<file path="src/rtl/btn_pkg.sv">
// Shared definitions for the push-button front end.
// Holds the button index map, the button count, the auto-repeat state
// encoding and a helper that sizes counters safely for tiny parameters.
package btn_pkg;

   localparam int NUM_BTNS = 5;

   localparam int BTN_U = 4;
   localparam int BTN_D = 3;
   localparam int BTN_R = 2;
   localparam int BTN_L = 1;
   localparam int BTN_C = 0;

   typedef enum logic [1:0] {
      RPT_IDLE      = 2'd0,
      RPT_WAIT_HOLD = 2'd1,
      RPT_REPEATING = 2'd2
   } rpt_state_e;

   // $clog2 returns 0 for n<=1; keep at least one bit so vectors stay legal.
   function automatic int cnt_width(input int n);
      return (n < 2) ? 1 : $clog2(n);
   endfunction

endpackage

</file>
<file path="src/rtl/btn_debounce.sv">
// Single-bit synchroniser, debouncer and press-edge detector.
// Ports:
//   clk      in   board clock, all state on rising edge
//   rst      in   synchronous active-high reset
//   raw_i    in   raw asynchronous pad level
//   level_o  out  debounced level (registered)
//   press_o  out  one-clk pulse when level_o goes 0->1 (registered)
//   rise_o   out  combinational: level_o will rise on the next edge
//   fall_o   out  combinational: level_o will fall on the next edge
module btn_debounce
   import btn_pkg::*;
#(
   parameter int DEBOUNCE_CYCLES = 1_000_000
) (
   input  logic clk,
   input  logic rst,
   input  logic raw_i,
   output logic level_o,
   output logic press_o,
   output logic rise_o,
   output logic fall_o
);

   localparam int CNT_W = cnt_width(DEBOUNCE_CYCLES);
   localparam logic [CNT_W-1:0] CNT_TC = CNT_W'(DEBOUNCE_CYCLES - 1);

   logic             s1_q;
   logic             s2_q;
   logic             level_q;
   logic             level_d;
   logic             press_q;
   logic [CNT_W-1:0] cnt_q;
   logic [CNT_W-1:0] cnt_d;

   // Any sample that agrees with the debounced level restarts the count,
   // so only an unbroken run of disagreeing samples can flip the level.
   always_comb begin
      cnt_d   = '0;
      level_d = level_q;
      if (s2_q != level_q) begin
         if (cnt_q == CNT_TC) begin
            level_d = s2_q;
         end else begin
            cnt_d = cnt_q + 1'b1;
         end
      end
   end

   assign rise_o = level_d & ~level_q;
   assign fall_o = ~level_d & level_q;

   always_ff @(posedge clk) begin
      if (rst) begin
         s1_q    <= 1'b0;
         s2_q    <= 1'b0;
         cnt_q   <= '0;
         level_q <= 1'b0;
         press_q <= 1'b0;
      end else begin
         s1_q    <= raw_i;
         s2_q    <= s1_q;
         cnt_q   <= cnt_d;
         level_q <= level_d;
         press_q <= rise_o;
      end
   end

   assign level_o = level_q;
   assign press_o = press_q;

endmodule

</file>
<file path="src/rtl/button_conditioner.sv">
// Front end for the five push-buttons {U,D,R,L,C}: synchronise, debounce and
// emit a one-clk press strobe per debounced press.
// Optional feature macro: BTN_AUTOREPEAT_EN -- when defined, U and D emit
// repeat strobes while held (first after HOLD_CYCLES, then every
// REPEAT_CYCLES); when undefined no repeat logic exists and repeat_active=0.
// Ports:
//   clk            in   board clock
//   rst            in   synchronous active-high reset
//   btn_raw[4:0]   in   raw pads {U,D,R,L,C}
//   btn_level[4:0] out  debounced levels
//   btn_press[4:0] out  one-clk press / repeat strobes
//   repeat_active  out  {U,D} in repeat phase
module button_conditioner
   import btn_pkg::*;
#(
   parameter int DEBOUNCE_CYCLES = 1_000_000,
   parameter int HOLD_CYCLES     = 50_000_000,
   parameter int REPEAT_CYCLES   = 20_000_000
) (
   input  logic                clk,
   input  logic                rst,
   input  logic [NUM_BTNS-1:0] btn_raw,
   output logic [NUM_BTNS-1:0] btn_level,
   output logic [NUM_BTNS-1:0] btn_press,
   output logic [1:0]          repeat_active
);

   logic [NUM_BTNS-1:0] deb_press;
   logic [NUM_BTNS-1:0] deb_rise;
   logic [NUM_BTNS-1:0] deb_fall;
   logic                unused_deb;

   for (genvar i = 0; i < NUM_BTNS; i++) begin : g_deb
      btn_debounce #(
         .DEBOUNCE_CYCLES(DEBOUNCE_CYCLES)
      ) u_deb (
         .clk     (clk),
         .rst     (rst),
         .raw_i   (btn_raw[i]),
         .level_o (btn_level[i]),
         .press_o (deb_press[i]),
         .rise_o  (deb_rise[i]),
         .fall_o  (deb_fall[i])
      );
   end

   // Edge strobes are only consumed for U/D, and only with auto-repeat.
   assign unused_deb = ^{deb_rise, deb_fall};

`ifdef BTN_AUTOREPEAT_EN

   localparam int HCNT_W = cnt_width((HOLD_CYCLES > REPEAT_CYCLES) ? HOLD_CYCLES : REPEAT_CYCLES);
   localparam logic [HCNT_W-1:0] HOLD_TC = HCNT_W'(HOLD_CYCLES - 1);
   localparam logic [HCNT_W-1:0] REP_TC  = HCNT_W'(REPEAT_CYCLES - 1);

   logic [1:0] rpt_press;

   // j=1 -> U, j=0 -> D, matching the {U,D} order of repeat_active.
   for (genvar j = 0; j < 2; j++) begin : g_rpt
      localparam int IDX = (j == 1) ? BTN_U : BTN_D;

      rpt_state_e        state_q;
      logic [HCNT_W-1:0] hcnt_q;
      logic              rpt_press_q;
      logic              active_q;

      // The FSM leaves idle on the same edge that raises the press strobe,
      // so the first repeat lands exactly HOLD_CYCLES after that strobe.
      always_ff @(posedge clk) begin
         if (rst) begin
            state_q     <= RPT_IDLE;
            hcnt_q      <= '0;
            rpt_press_q <= 1'b0;
            active_q    <= 1'b0;
         end else begin
            rpt_press_q <= 1'b0;
            if (deb_fall[IDX]) begin
               state_q  <= RPT_IDLE;
               hcnt_q   <= '0;
               active_q <= 1'b0;
            end else begin
               case (state_q)
                  RPT_IDLE: begin
                     if (deb_rise[IDX]) begin
                        state_q <= RPT_WAIT_HOLD;
                        hcnt_q  <= '0;
                     end
                  end
                  RPT_WAIT_HOLD: begin
                     if (hcnt_q == HOLD_TC) begin
                        rpt_press_q <= 1'b1;
                        state_q     <= RPT_REPEATING;
                        hcnt_q      <= '0;
                        active_q    <= 1'b1;
                     end else begin
                        hcnt_q <= hcnt_q + 1'b1;
                     end
                  end
                  RPT_REPEATING: begin
                     if (hcnt_q == REP_TC) begin
                        rpt_press_q <= 1'b1;
                        hcnt_q      <= '0;
                     end else begin
                        hcnt_q <= hcnt_q + 1'b1;
                     end
                  end
                  default: begin
                     state_q  <= RPT_IDLE;
                     hcnt_q   <= '0;
                     active_q <= 1'b0;
                  end
               endcase
            end
         end
      end

      assign rpt_press[j]     = rpt_press_q;
      assign repeat_active[j] = active_q;
   end

   always_comb begin
      btn_press        = deb_press;
      btn_press[BTN_U] = deb_press[BTN_U] | rpt_press[1];
      btn_press[BTN_D] = deb_press[BTN_D] | rpt_press[0];
   end

`else

   assign btn_press     = deb_press;
   assign repeat_active = 2'b00;

`endif

endmodule
</file>
<file path="config.mk">
export PLATFORM = sky130hd
export DESIGN_NAME = button_conditioner
export DESIGN_NICKNAME = d
export VERILOG_FILES = /design/src/rtl/btn_pkg.sv /design/src/rtl/btn_debounce.sv /design/src/rtl/button_conditioner.sv
export SDC_FILE = /design/constraint.sdc
export NUM_CORES = 1
export LEC_CHECK = 0
export BUFFER_PORTS_ARGS = -buffer_cell sky130_fd_sc_hd__buf_2
export CAP_MARGIN = 10
export CORE_ASPECT_RATIO = 0.7
export CORE_UTILIZATION = 35
export DETAILED_ROUTE_END_ITERATION = 8
export HOLD_SLACK_MARGIN = 0.02
export PLACE_DENSITY = 0.52
export SYNTH_ARGS = -nofsm -noshare
export SYNTH_HDL_FRONTEND = slang
export SYNTH_SLANG_ARGS = --single-unit
export TNS_END_PERCENT = 30
</file>
<file path="constraint.sdc">
create_clock -name clk -period 3 [get_ports clk]
set_input_delay 0.6 -clock clk [delete_from_list [all_inputs] [get_ports clk]]
set_output_delay 0.6 -clock clk [all_outputs]
set_load 0.01 [all_outputs]
</file>
==> results.tsv, run 1 <==
metric	value	unit
Num Clock Sinks	120	
sw power	747	uW
Req. time, crit path	3.29	ns
mean post-synth cell area	8.76	sq um
Synth Flop Type	dfxtp_1	
DRT iter0 DRCs	231	
static leakage	1.85	nW
I/O pin count	19	
startpoint types	register	
DP Area	0.00551	sq mm
number of synthesized register bits	120	
Worst setup EP type	register	
Worst Reg-to-Reg Cells	5	
Worst Path Arrival	2.59	ns
worst-margin pin slew	0.513	ns
Sw Share	19.8	%
worst hold-check path type	in2reg	
cts hold-fix bufs	0	
M2 GR Usage	20.6	%
sequential area share after synthesis	45.3	%
P_int	3.03	mW
nets@finish	631	
Final Cell Area	0.00613	sq mm
Slew headroom	65.7	%
area grow syn2layout	15.5	%
Worst Setup Slack, final	0.700	ns
Avg WL per Cell	12.6	microns
Die ar.	0.0157	sq mm
cell count after synthesis	606	
DR pass1 iterations	4	
post-synthesis cell type count	41	
met3 Usage GRT	4.41	%
Worst setup startpoint	g_deb[2].u_deb.cnt_q[13]	
total gr overflow	0	
total negative slack	0	ns
Starting Density	35.9	%
DRC	0	
PostCTS Resize Cnt	0	
Comb power frac	1.0	%
vias in the first global route	3867	
number of CTS-inserted buffers	17	
Post-synth EDFFs	0	
Core Area	0.0148	sq mm
clk slew on worst S/H paths	0.06	ns
crit share post-route	76.7	%
sequential power share	42.6	%
Root Driver	clkbuf_16	
MaxCap Viol Count	0	
post-DP HPWL	7100	microns
worst-path maximum fanout	13	
largest net degree at the start of global routing	21	
maximum clock path buffer count	2	
die width	149	microns
RSZ-0062 raised after global routing	false	
crit path capture	g_deb[2].u_deb.cnt_q[2]	
H-tree depth	4	
Setup Buffers After CTS	0	
most common cell after layout, fill and taps aside	dfxtp_1	
Async S/R FF share, synth	0	%
Final min period	2.30	ns
GR Layer Usage met1	19.6	%
Synth warnings	0	
Final ANT Viol Nets	0	
commonest cells after routing, fill and taps aside	dfxtp_1, nor2_1, nand3_1, xnor2_1, a21oi_1	
pwr/cell area	616	mW/mm^2
IO buf count	16	
Fillers	1451	
vias per cell	5.01	
R2R setup slack	0.70	ns
status	finished, final reports clean	
fraction of layout cells with a size suffix above 1	10.1	%
FF-to-FF Start	g_deb[2].u_deb.cnt_q[13]	
worst r2r dst	g_deb[2].u_deb.cnt_q[2]	
DRT Wirelength	10400	microns
CTS tree	done	
Ant. Diodes	0	
final setup fails	0	
via count	4141	
Final GP Congestion	0.769	
Max IR drop VDD	0.335	mV
global-route wire length before repair	17800	microns
antenna violations before repair	0	
Final Skew	0.0115	ns
final count of pins violating max slew	0	
Cell Area, Synth	0.00531	sq mm
gr usage total	14.2	%
Worst Hold Margin	0.408	ns
Max Clk Rate	435	MHz
part of the power in the clock network	56.4	%
Cell Rows	37	
final hold viol count	0	
dpl ws	0.681	ns
die height	105	microns
Clock Latency Late Sink	0.41	ns
CP Class	reg2reg	
GR peak layer	met2	
==> metrics by stage <==
| stage | cells | util (%) | total power, mW |
|---|---|---|---|
| floorplan | 607 | - | 1.67 |
| global route | 827 | 41.5 | 3.91 |
| global placement | 795 | 37.3 | 1.68 |
| finish | 827 | 41.5 | 3.77 |
| detailed placement | 795 | 37.3 | 1.68 |
| CTS | 827 | 41.5 | 3.84 |
==> cells in the mapped netlist, types with 7 or more instances <==
cell,count,area share [%]
dfxtp_1,120,45
nand3_1,46,4.3
xnor2_1,43,7.1
or3_1,24,2.8
inv_1,15,1.1
and2_1,7,0.83
nand2_1,23,1.6
xor2_1,21,3.5
o31ai_1,8,1.1
nor2b_1,11,1.3
and3_1,17,2.0
nor3_1,13,1.2
o21ai_0,27,2.5
or4_1,15,2.1
buf_4,12,1.7
nand4_1,23,2.7
clkbuf_1,13,0.92
nor4_1,11,1.3
nor4b_1,8,1.3
nor2_1,77,5.4
a21oi_1,36,3.4
==> layout make-up <==
type                    count  area, sq um  share of cell area, %
flip-flops and latches    120         2400                   39.2
well taps                 195          244                   3.98
repair buffers             22          125                   2.04
clock buffers              20          447                   7.29
multi-input cells         443         2680                   43.7
clock inverters            12          175                   2.86
inverters                  15         56.3                  0.919
==> critical path: stages, from the launching register on <==
cell and delay (ns):
dfxtp_1 0.34, or4b_2 0.68, nor4_2 0.43, a311o_1 0.41, buf_4 0.25, nor2_1 0.06
==> layer usage <==
layer  vias to the layer above  share of wire (%)
met4                         0               0.46
li1                       2169                  -
met5                         -                  0
met2                        46                 43
met1                      1924                 54
met3                         2                2.4
==> worst min path at each step <==
stage / startpoint / endpoint / slack (ns) / cells after the start
finish: btn_raw[1] / g_deb[1].u_deb.s1_q / 0.41 / 2
global route: btn_raw[1] / g_deb[1].u_deb.s1_q / 0.40 / 2
CTS: btn_raw[1] / g_deb[1].u_deb.s1_q / 0.39 / 2
detailed placement: g_deb[0].u_deb.s1_q / g_deb[0].u_deb.s2_q / 0.43 / 1
global placement: g_deb[4].u_deb.s1_q / g_deb[4].u_deb.s2_q / 0.42 / 1
floorplan: g_deb[0].u_deb.s1_q / g_deb[0].u_deb.s2_q / 0.41 / 1
==> cells by family after synthesis <==
| family | count (synthesis) | share of synthesized area (%) |
|---|---|---|
| other | 1 | 0.0707 |
| AND/OR/NAND/NOR | 296 | 30.7 |
| adder cells (fa/ha/maj) | 5 | 1.18 |
| buffers and inverters | 44 | 4.29 |
| XOR/XNOR | 64 | 10.6 |
| AO/OA/AOI/OAI | 76 | 7.92 |
| flip-flops | 120 | 45.3 |
==> registers in the layout, indices dropped and copies added (netlist names) <==
name / count
g_deb.u_deb.cnt_q: 100
g_deb.u_deb.level_o: 5
g_deb.u_deb.s2_q: 5
g_deb.u_deb.press_o: 5
g_deb.u_deb.s1_q: 5
==> power by group through the flow <==
stage | Combinational, mW | Sequential, mW | Clock [mW]
after floorplan | 0.0257 | 1.64 | 0
after global placement | 0.0368 | 1.64 | 0
after detailed placement | 0.0370 | 1.64 | 0
after CTS | 0.0374 | 1.61 | 2.19
after global routing | 0.0412 | 1.61 | 2.26
final | 0.0364 | 1.61 | 2.13
Note: power is estimated with default switching activity, not from simulation.
==> run 2, diff against run 1 <==
==> constraint.sdc (replaced) <==
create_clock -name clk -period 2.2 [get_ports clk]
set_input_delay 0.44 -clock clk [delete_from_list [all_inputs] [get_ports clk]]
set_output_delay 0.44 -clock clk [all_outputs]
set_load 0.01 [all_outputs]
==> run 2 against run 1 <==
Against the previous run:
- total power rose by 40%
- sequential share of layout area decreased by 0.62 points
- sequential power increased by 36%
- sequential cell count unchanged
- non-clock buffer count is 8 higher
- register-to-register slack lost 0.51 ns
- largest cell class unchanged
==> results.tsv, run 2 (synthesis gave the netlist of run 1 again) <==
metric	value	unit	change
most common cell after layout, fill and taps aside	dfxtp_1		
Final Non-Filler Cells	834		+0.85%
final setup fails	0		unchanged
maximum clock path buffer count	2		unchanged
cts hold-fix bufs	0		unchanged
Cell Rows	37		unchanged
Req. time, crit path	2.55	ns	-0.74 ns
number of flip-flops under the largest register name	100		unchanged
met3 Usage GRT	5.98	%	+1.6 points
worst-path maximum fanout	7		-6
Final min period	2.01	ns	-0.291 ns
DRT Wirelength	10400	microns	-0.59%
H-tree depth	4		unchanged
Starting Density	35.9	%	unchanged
final hold viol count	0		unchanged
worst r2r dst	g_deb[4].u_deb.cnt_q[18]		
static leakage	1.92	nW	+3.8%
Root Driver	clkbuf_16		
largest net degree at the start of global routing	26		+24%
Worst setup EP type	register		
fraction of layout cells with a size suffix above 1	11.3	%	+1.1 points
max incr delay on CP	0.57	ns	-0.11 ns
Die ar.	0.0157	sq mm	unchanged
GR peak layer	met1		
antenna violations before repair	0		unchanged
die height	105	microns	unchanged
worst hold endpoint	g_deb[1].u_deb.s1_q		
global-route wire length before repair	17900	microns	+1.0%
Core Area	0.0148	sq mm	unchanged
CP max-delay cell	or4_4		
startpoint types	register		
pwr/cell area	846	mW/mm^2	+38%
worst path bufs/invs	0		-1
DRC	0		unchanged
WHS Path Cells	2		unchanged
die width	149	microns	unchanged
Num Clock Sinks	120		unchanged
hold wc startpoint	btn_raw[1]		
MaxCap Viol Count	0		unchanged
Avg WL per Cell	12.4	microns	-1.4%
largest reg by FF count	g_deb.u_deb.cnt_q		
number of CTS-inserted buffers	17		unchanged
Max Clk Rate	498	MHz	+14%
commonest cells after routing, fill and taps aside	dfxtp_1, nor2_1, nand3_1, xnor2_1, a21oi_1		
Worst Reg-to-Reg Cells	5		unchanged
M2 GR Usage	20.1	%	-0.50 points
Setup Buffers After CTS	0		unchanged
IO buf count	16		unchanged
R2R setup slack	0.19	ns	-0.51 ns
Max IR drop VDD	0.515	mV	+54%
Ant. Diodes	0		unchanged
Final GP Congestion	0.799		+3.9%
Final Skew	0.00640	ns	-0.00510 ns
Worst Path Arrival	2.36	ns	-0.23 ns
CTS tree	done		
vias per cell	4.96		-1.0%
clk slew on worst S/H paths	0.05	ns	about the same
CP cell instances	ha_1 > nand2_1 > or4_4 > or4_1 > a21oi_1		
Fillers	1437		-0.96%
Final ANT Viol Nets	0		unchanged
FF-to-FF Start	g_deb[4].u_deb.cnt_q[0]		
Clock Latency Late Sink	0.41	ns	about the same
nets@finish	639		+1.3%
area grow syn2layout	17.4	%	
RSZ-0062 raised after global routing	false		
status	finished, final reports clean		
via count	4133		-0.19%
final core utilization	42.2	%	+0.67 points
final count of pins violating max slew	0		unchanged
total power draw	5.27	mW	+40%
CP Class	reg2reg		
post-DP HPWL	7100	microns	about the same
vias in the first global route	3821		-1.2%
worst hold-check path type	in2reg		
placed insts	803		+1.0%
cell count along the critical path	5		unchanged
I/O pin count	19		unchanged
delay-heaviest family, CP	simple AND/OR/NAND/NOR gates		
DR pass1 iterations	5		+1
total gr overflow	0		unchanged
DRT iter0 DRCs	201		-13%
GR Layer Usage met1	20.4	%	+0.77 points
crit share post-route	91.3	%	+15 points
gr usage total	14.7	%	+0.51 points
total negative slack	0	ns	unchanged
-- run 2: cell count changes in the layout (fill, tap and decap cells not counted), sizes merged --
cell	change
bufinv	+1
clkinvlp	-3
clkinv	-1
buf	+8
clkbuf	+2
-- run 2: area by class of cell --
cell class / instances / area, sq um / area share (%)
well taps: 195 / 244 / 3.92
repair buffers: 30 / 198 / 3.17
flip-flops and latches: 120 / 2400 / 38.6
clock buffers: 22 / 474 / 7.61
clock inverters: 9 / 170 / 2.73
multi-input cells: 443 / 2680 / 43.1
inverters: 15 / 56.3 / 0.904
-- run 2: through the flow --
stage / area, sq um / hold slack [ns] / worst slack [ns]
after floorplan: 5310 / 0.414 / 0.181
final: 6230 / 0.237 / 0.191
after global routing: 6230 / 0.244 / 0.0281
after global placement: 5580 / 0.423 / 0.139
after detailed placement: 5580 / 0.428 / 0.127
after CTS: 6220 / 0.222 / 0.119
-- run 2: report_power, final --
part           total [mW]  internal (mW)  switching (mW)
Clock                3.03           2.08           0.944
Combinational      0.0511         0.0199          0.0312
Sequential           2.19           2.19         0.00691
Total                5.27           4.29           0.982
-- run 2: worst max path at each step --
| stage | start | end | slack, ns |
|---|---|---|---|
| final | g_deb[4].u_deb.cnt_q[0] | g_deb[4].u_deb.cnt_q[18] | 0.19 |
| after floorplan | g_deb[3].u_deb.cnt_q[7] | g_deb[3].u_deb.cnt_q[7] | 0.18 |
| after detailed placement | g_deb[4].u_deb.cnt_q[0] | g_deb[4].u_deb.cnt_q[18] | 0.13 |
| after global placement | g_deb[4].u_deb.cnt_q[0] | g_deb[4].u_deb.cnt_q[18] | 0.14 |
| after CTS | g_deb[4].u_deb.cnt_q[0] | g_deb[4].u_deb.cnt_q[18] | 0.12 |
| after global routing | g_deb[2].u_deb.cnt_q[14] | g_deb[2].u_deb.press_o | 0.03 |
-- run 2: what timing repair did --
action                                  4_1_cts  5_1_grt
endpoints found under the setup margin        0        1
endpoints found under the hold margin         0        0
gates resized for setup                       0        1
-- run 2: metal layers --
layer | vias to the layer above | routed length, microns
met1 | 1913 | 5660
li1 | 2185 | -
met3 | 10 | 319
met2 | 25 | 4260
met5 | - | 0
met4 | 0 | 121
==> run 3, diff against run 2 <==
--- a/config.mk
+++ b/config.mk
@@ -7,11 +7,13 @@
 export LEC_CHECK = 0
 export BUFFER_PORTS_ARGS = -buffer_cell sky130_fd_sc_hd__buf_2
 export CAP_MARGIN = 10
+export CELL_PAD_IN_SITES_DETAIL_PLACEMENT = 1
+export CELL_PAD_IN_SITES_GLOBAL_PLACEMENT = 2
 export CORE_ASPECT_RATIO = 0.7
 export CORE_UTILIZATION = 35
 export DETAILED_ROUTE_END_ITERATION = 8
 export HOLD_SLACK_MARGIN = 0.02
-export PLACE_DENSITY = 0.52
+export PLACE_DENSITY = 0.75
 export SYNTH_ARGS = -nofsm -noshare
 export SYNTH_HDL_FRONTEND = slang
 export SYNTH_SLANG_ARGS = --single-unit
==> run 3 against run 2 <==
Against the previous run:
- sequential power hardly changed
- setup slack worse by 0.021 ns
- sequential share of layout area down 0.19 points
- utilization rose by 0.21 points
- design area up 0.50%
- clock skew up 0.0015 ns
- clock-buffer cell count up 2
- global-route usage up 2.3 points
- via count grew 5.3%
- first-iteration DRC count is 4.0% lower
- wire length grew 18%
==> results.tsv, run 3 (synthesis gave the netlist of run 1 again) <==
metric	value	unit	change
total gr overflow	0		unchanged
Root Driver	clkbuf_16		
Comb power frac	1.0	%	about the same
worst-path maximum fanout	6		-1
Fillers	1681		+17%
Avg WL per Cell	14.6	microns	+18%
final hold viol count	0		unchanged
final setup fails	0		unchanged
most common cell after layout, fill and taps aside	dfxtp_1		
DRC	0		unchanged
pwr/cell area	855	mW/mm^2	+0.99%
crit share post-route	92.3	%	+0.96 points
H-tree depth	4		unchanged
cts hold-fix bufs	0		unchanged
Die ar.	0.0157	sq mm	unchanged
largest net degree at the start of global routing	21		-19%
Starting Density	35.9	%	unchanged
final count of pins violating max slew	0		unchanged
P_int	4.33	mW	+1.0%
Final Non-Filler Cells	836		+0.24%
Max IR drop VDD	0.398	mV	-23%
Max Clk Rate	493	MHz	-1.0%
startpoint types	register		
FF-to-FF Start	g_deb[4].u_deb.cnt_q[0]		
Req. time, crit path	2.54	ns	about the same
IO buf count	16		unchanged
antenna violations before repair	0		unchanged
worst-margin pin slew	0.494	ns	
Setup Buffers After CTS	0		unchanged
sequential power share	41.0	%	-0.6 points
die height	105	microns	unchanged
I/O pin count	19		unchanged
Worst Hold Margin	0.245	ns	+0.00778 ns
crit path capture	g_deb[4].u_deb.cnt_q[14]		
gr usage total	16.9	%	+2.3 points
static leakage	1.93	nW	+0.62%
DR pass1 iterations	4		-1
MaxCap Viol Count	0		unchanged
RSZ-0062 raised after global routing	false		
Sw Share	19.0	%	+0.38 points
post-DP HPWL	8650	microns	+22%
placed insts	804		+0.12%
Final Skew	0.00794	ns	+0.00154 ns
Clock Latency Late Sink	0.41	ns	about the same
maximum clock path buffer count	2		unchanged
Cell Rows	37		unchanged
clk slew on worst S/H paths	0.05	ns	about the same
Slew headroom	66.6	%	
area grow syn2layout	18.0	%	
DRT Wirelength	12200	microns	+18%
R2R setup slack	0.17	ns	-0.02 ns
part of the power in the clock network	58.0	%	+0.6 points
dpl ws	0.171	ns	+0.0440 ns
nets@finish	640		+0.16%
via count	4351		+5.3%
DRT iter0 DRCs	193		-4.0%
worst hold-check path type	in2reg		
global-route wire length before repair	21000	microns	+17%
Num Clock Sinks	120		unchanged
worst r2r dst	g_deb[4].u_deb.cnt_q[14]		
status	finished, final reports clean		
vias per cell	5.20		+5.0%
die width	149	microns	unchanged
CTS tree	done		
Worst Setup Slack, final	0.170	ns	-0.0211 ns
Final min period	2.03	ns	+0.0211 ns
number of flip-flops under the largest register name	100		unchanged
Worst Path Arrival	2.38	ns	+0.02 ns
Final GP Congestion	0.729		-8.7%
PostCTS Resize Cnt	0		unchanged
Worst setup EP type	register		
Worst setup startpoint	g_deb[4].u_deb.cnt_q[0]		
fraction of layout cells with a size suffix above 1	11.4	%	+0.12 points
Final ANT Viol Nets	0		unchanged
largest reg by FF count	g_deb.u_deb.cnt_q		
commonest cells after routing, fill and taps aside	dfxtp_1, nor2_1, nand3_1, xnor2_1, a21oi_1		
Ant. Diodes	0		unchanged
sw power	1.02	mW	+3.6%
Core Area	0.0148	sq mm	unchanged
total negative slack	0	ns	unchanged
vias in the first global route	4300		+13%
Worst Reg-to-Reg Cells	6		+1
CP Class	reg2reg		
number of CTS-inserted buffers	17		unchanged
==> run 3: per-stage QoR <==
step	instance area [sq um]	util [%]	total power [mW]
6_report	6260	42.4	5.35
5_1_grt	6260	42.4	5.54
4_1_cts	6260	42.4	5.42
3_5_place_dp	5600	37.9	2.30
3_3_place_gp	5600	37.9	2.29
2_1_floorplan	5310	-	2.27
==> run 3: worst min path at each step <==
stage	startpoint	to	slack (ns)	cells past startpoint
global placement	g_deb[4].u_deb.s1_q	g_deb[4].u_deb.s2_q	0.42	1
CTS	btn_raw[4]	g_deb[4].u_deb.s1_q	0.23	2
detailed placement	g_deb[4].u_deb.s1_q	g_deb[4].u_deb.s2_q	0.43	1
floorplan	g_deb[0].u_deb.s1_q	g_deb[0].u_deb.s2_q	0.41	1
finish	btn_raw[4]	g_deb[4].u_deb.s1_q	0.25	2
global route	btn_raw[4]	g_deb[4].u_deb.s1_q	0.25	2
==> run 3: final cells by class <==
type	count	area, sq um	area share, %
Multi-Input combinational cell	443	2680	42.9
Sequential cell	120	2400	38.4
Clock inverter	8	165	2.64
Timing Repair Buffer	31	218	3.48
Tap cell	195	244	3.90
Clock buffer	24	492	7.86
Inverter	15	56.3	0.899
==> run 3: layer usage <==
layer	GRT usage (%)	share of wire (%)	up-vias
li1	-	-	2185
met1	22.9	52	2132
met2	25.6	44	23
met3	4.72	2.1	11
met4	5.90	1.2	0
met5	0	0	-
==> run 3: worst max-delay path: stages (launching register included) <==
cell and delay (ns):
dfxtp_1 0.40, ha_2 0.25, nand2_1 0.11, or4_1 0.54
buf_4 0.18, or3_1 0.34, a21oi_1 0.14
==> run 3: power groups by stage <==
stage               Clock [mW]  Sequential [mW]  Combinational [mW]
CTS                       3.17             2.19              0.0572
floorplan                    0             2.24              0.0350
detailed placement           0             2.24              0.0570
finish                    3.10             2.19              0.0556
global placement             0             2.24              0.0555
global route              3.29             2.19              0.0614
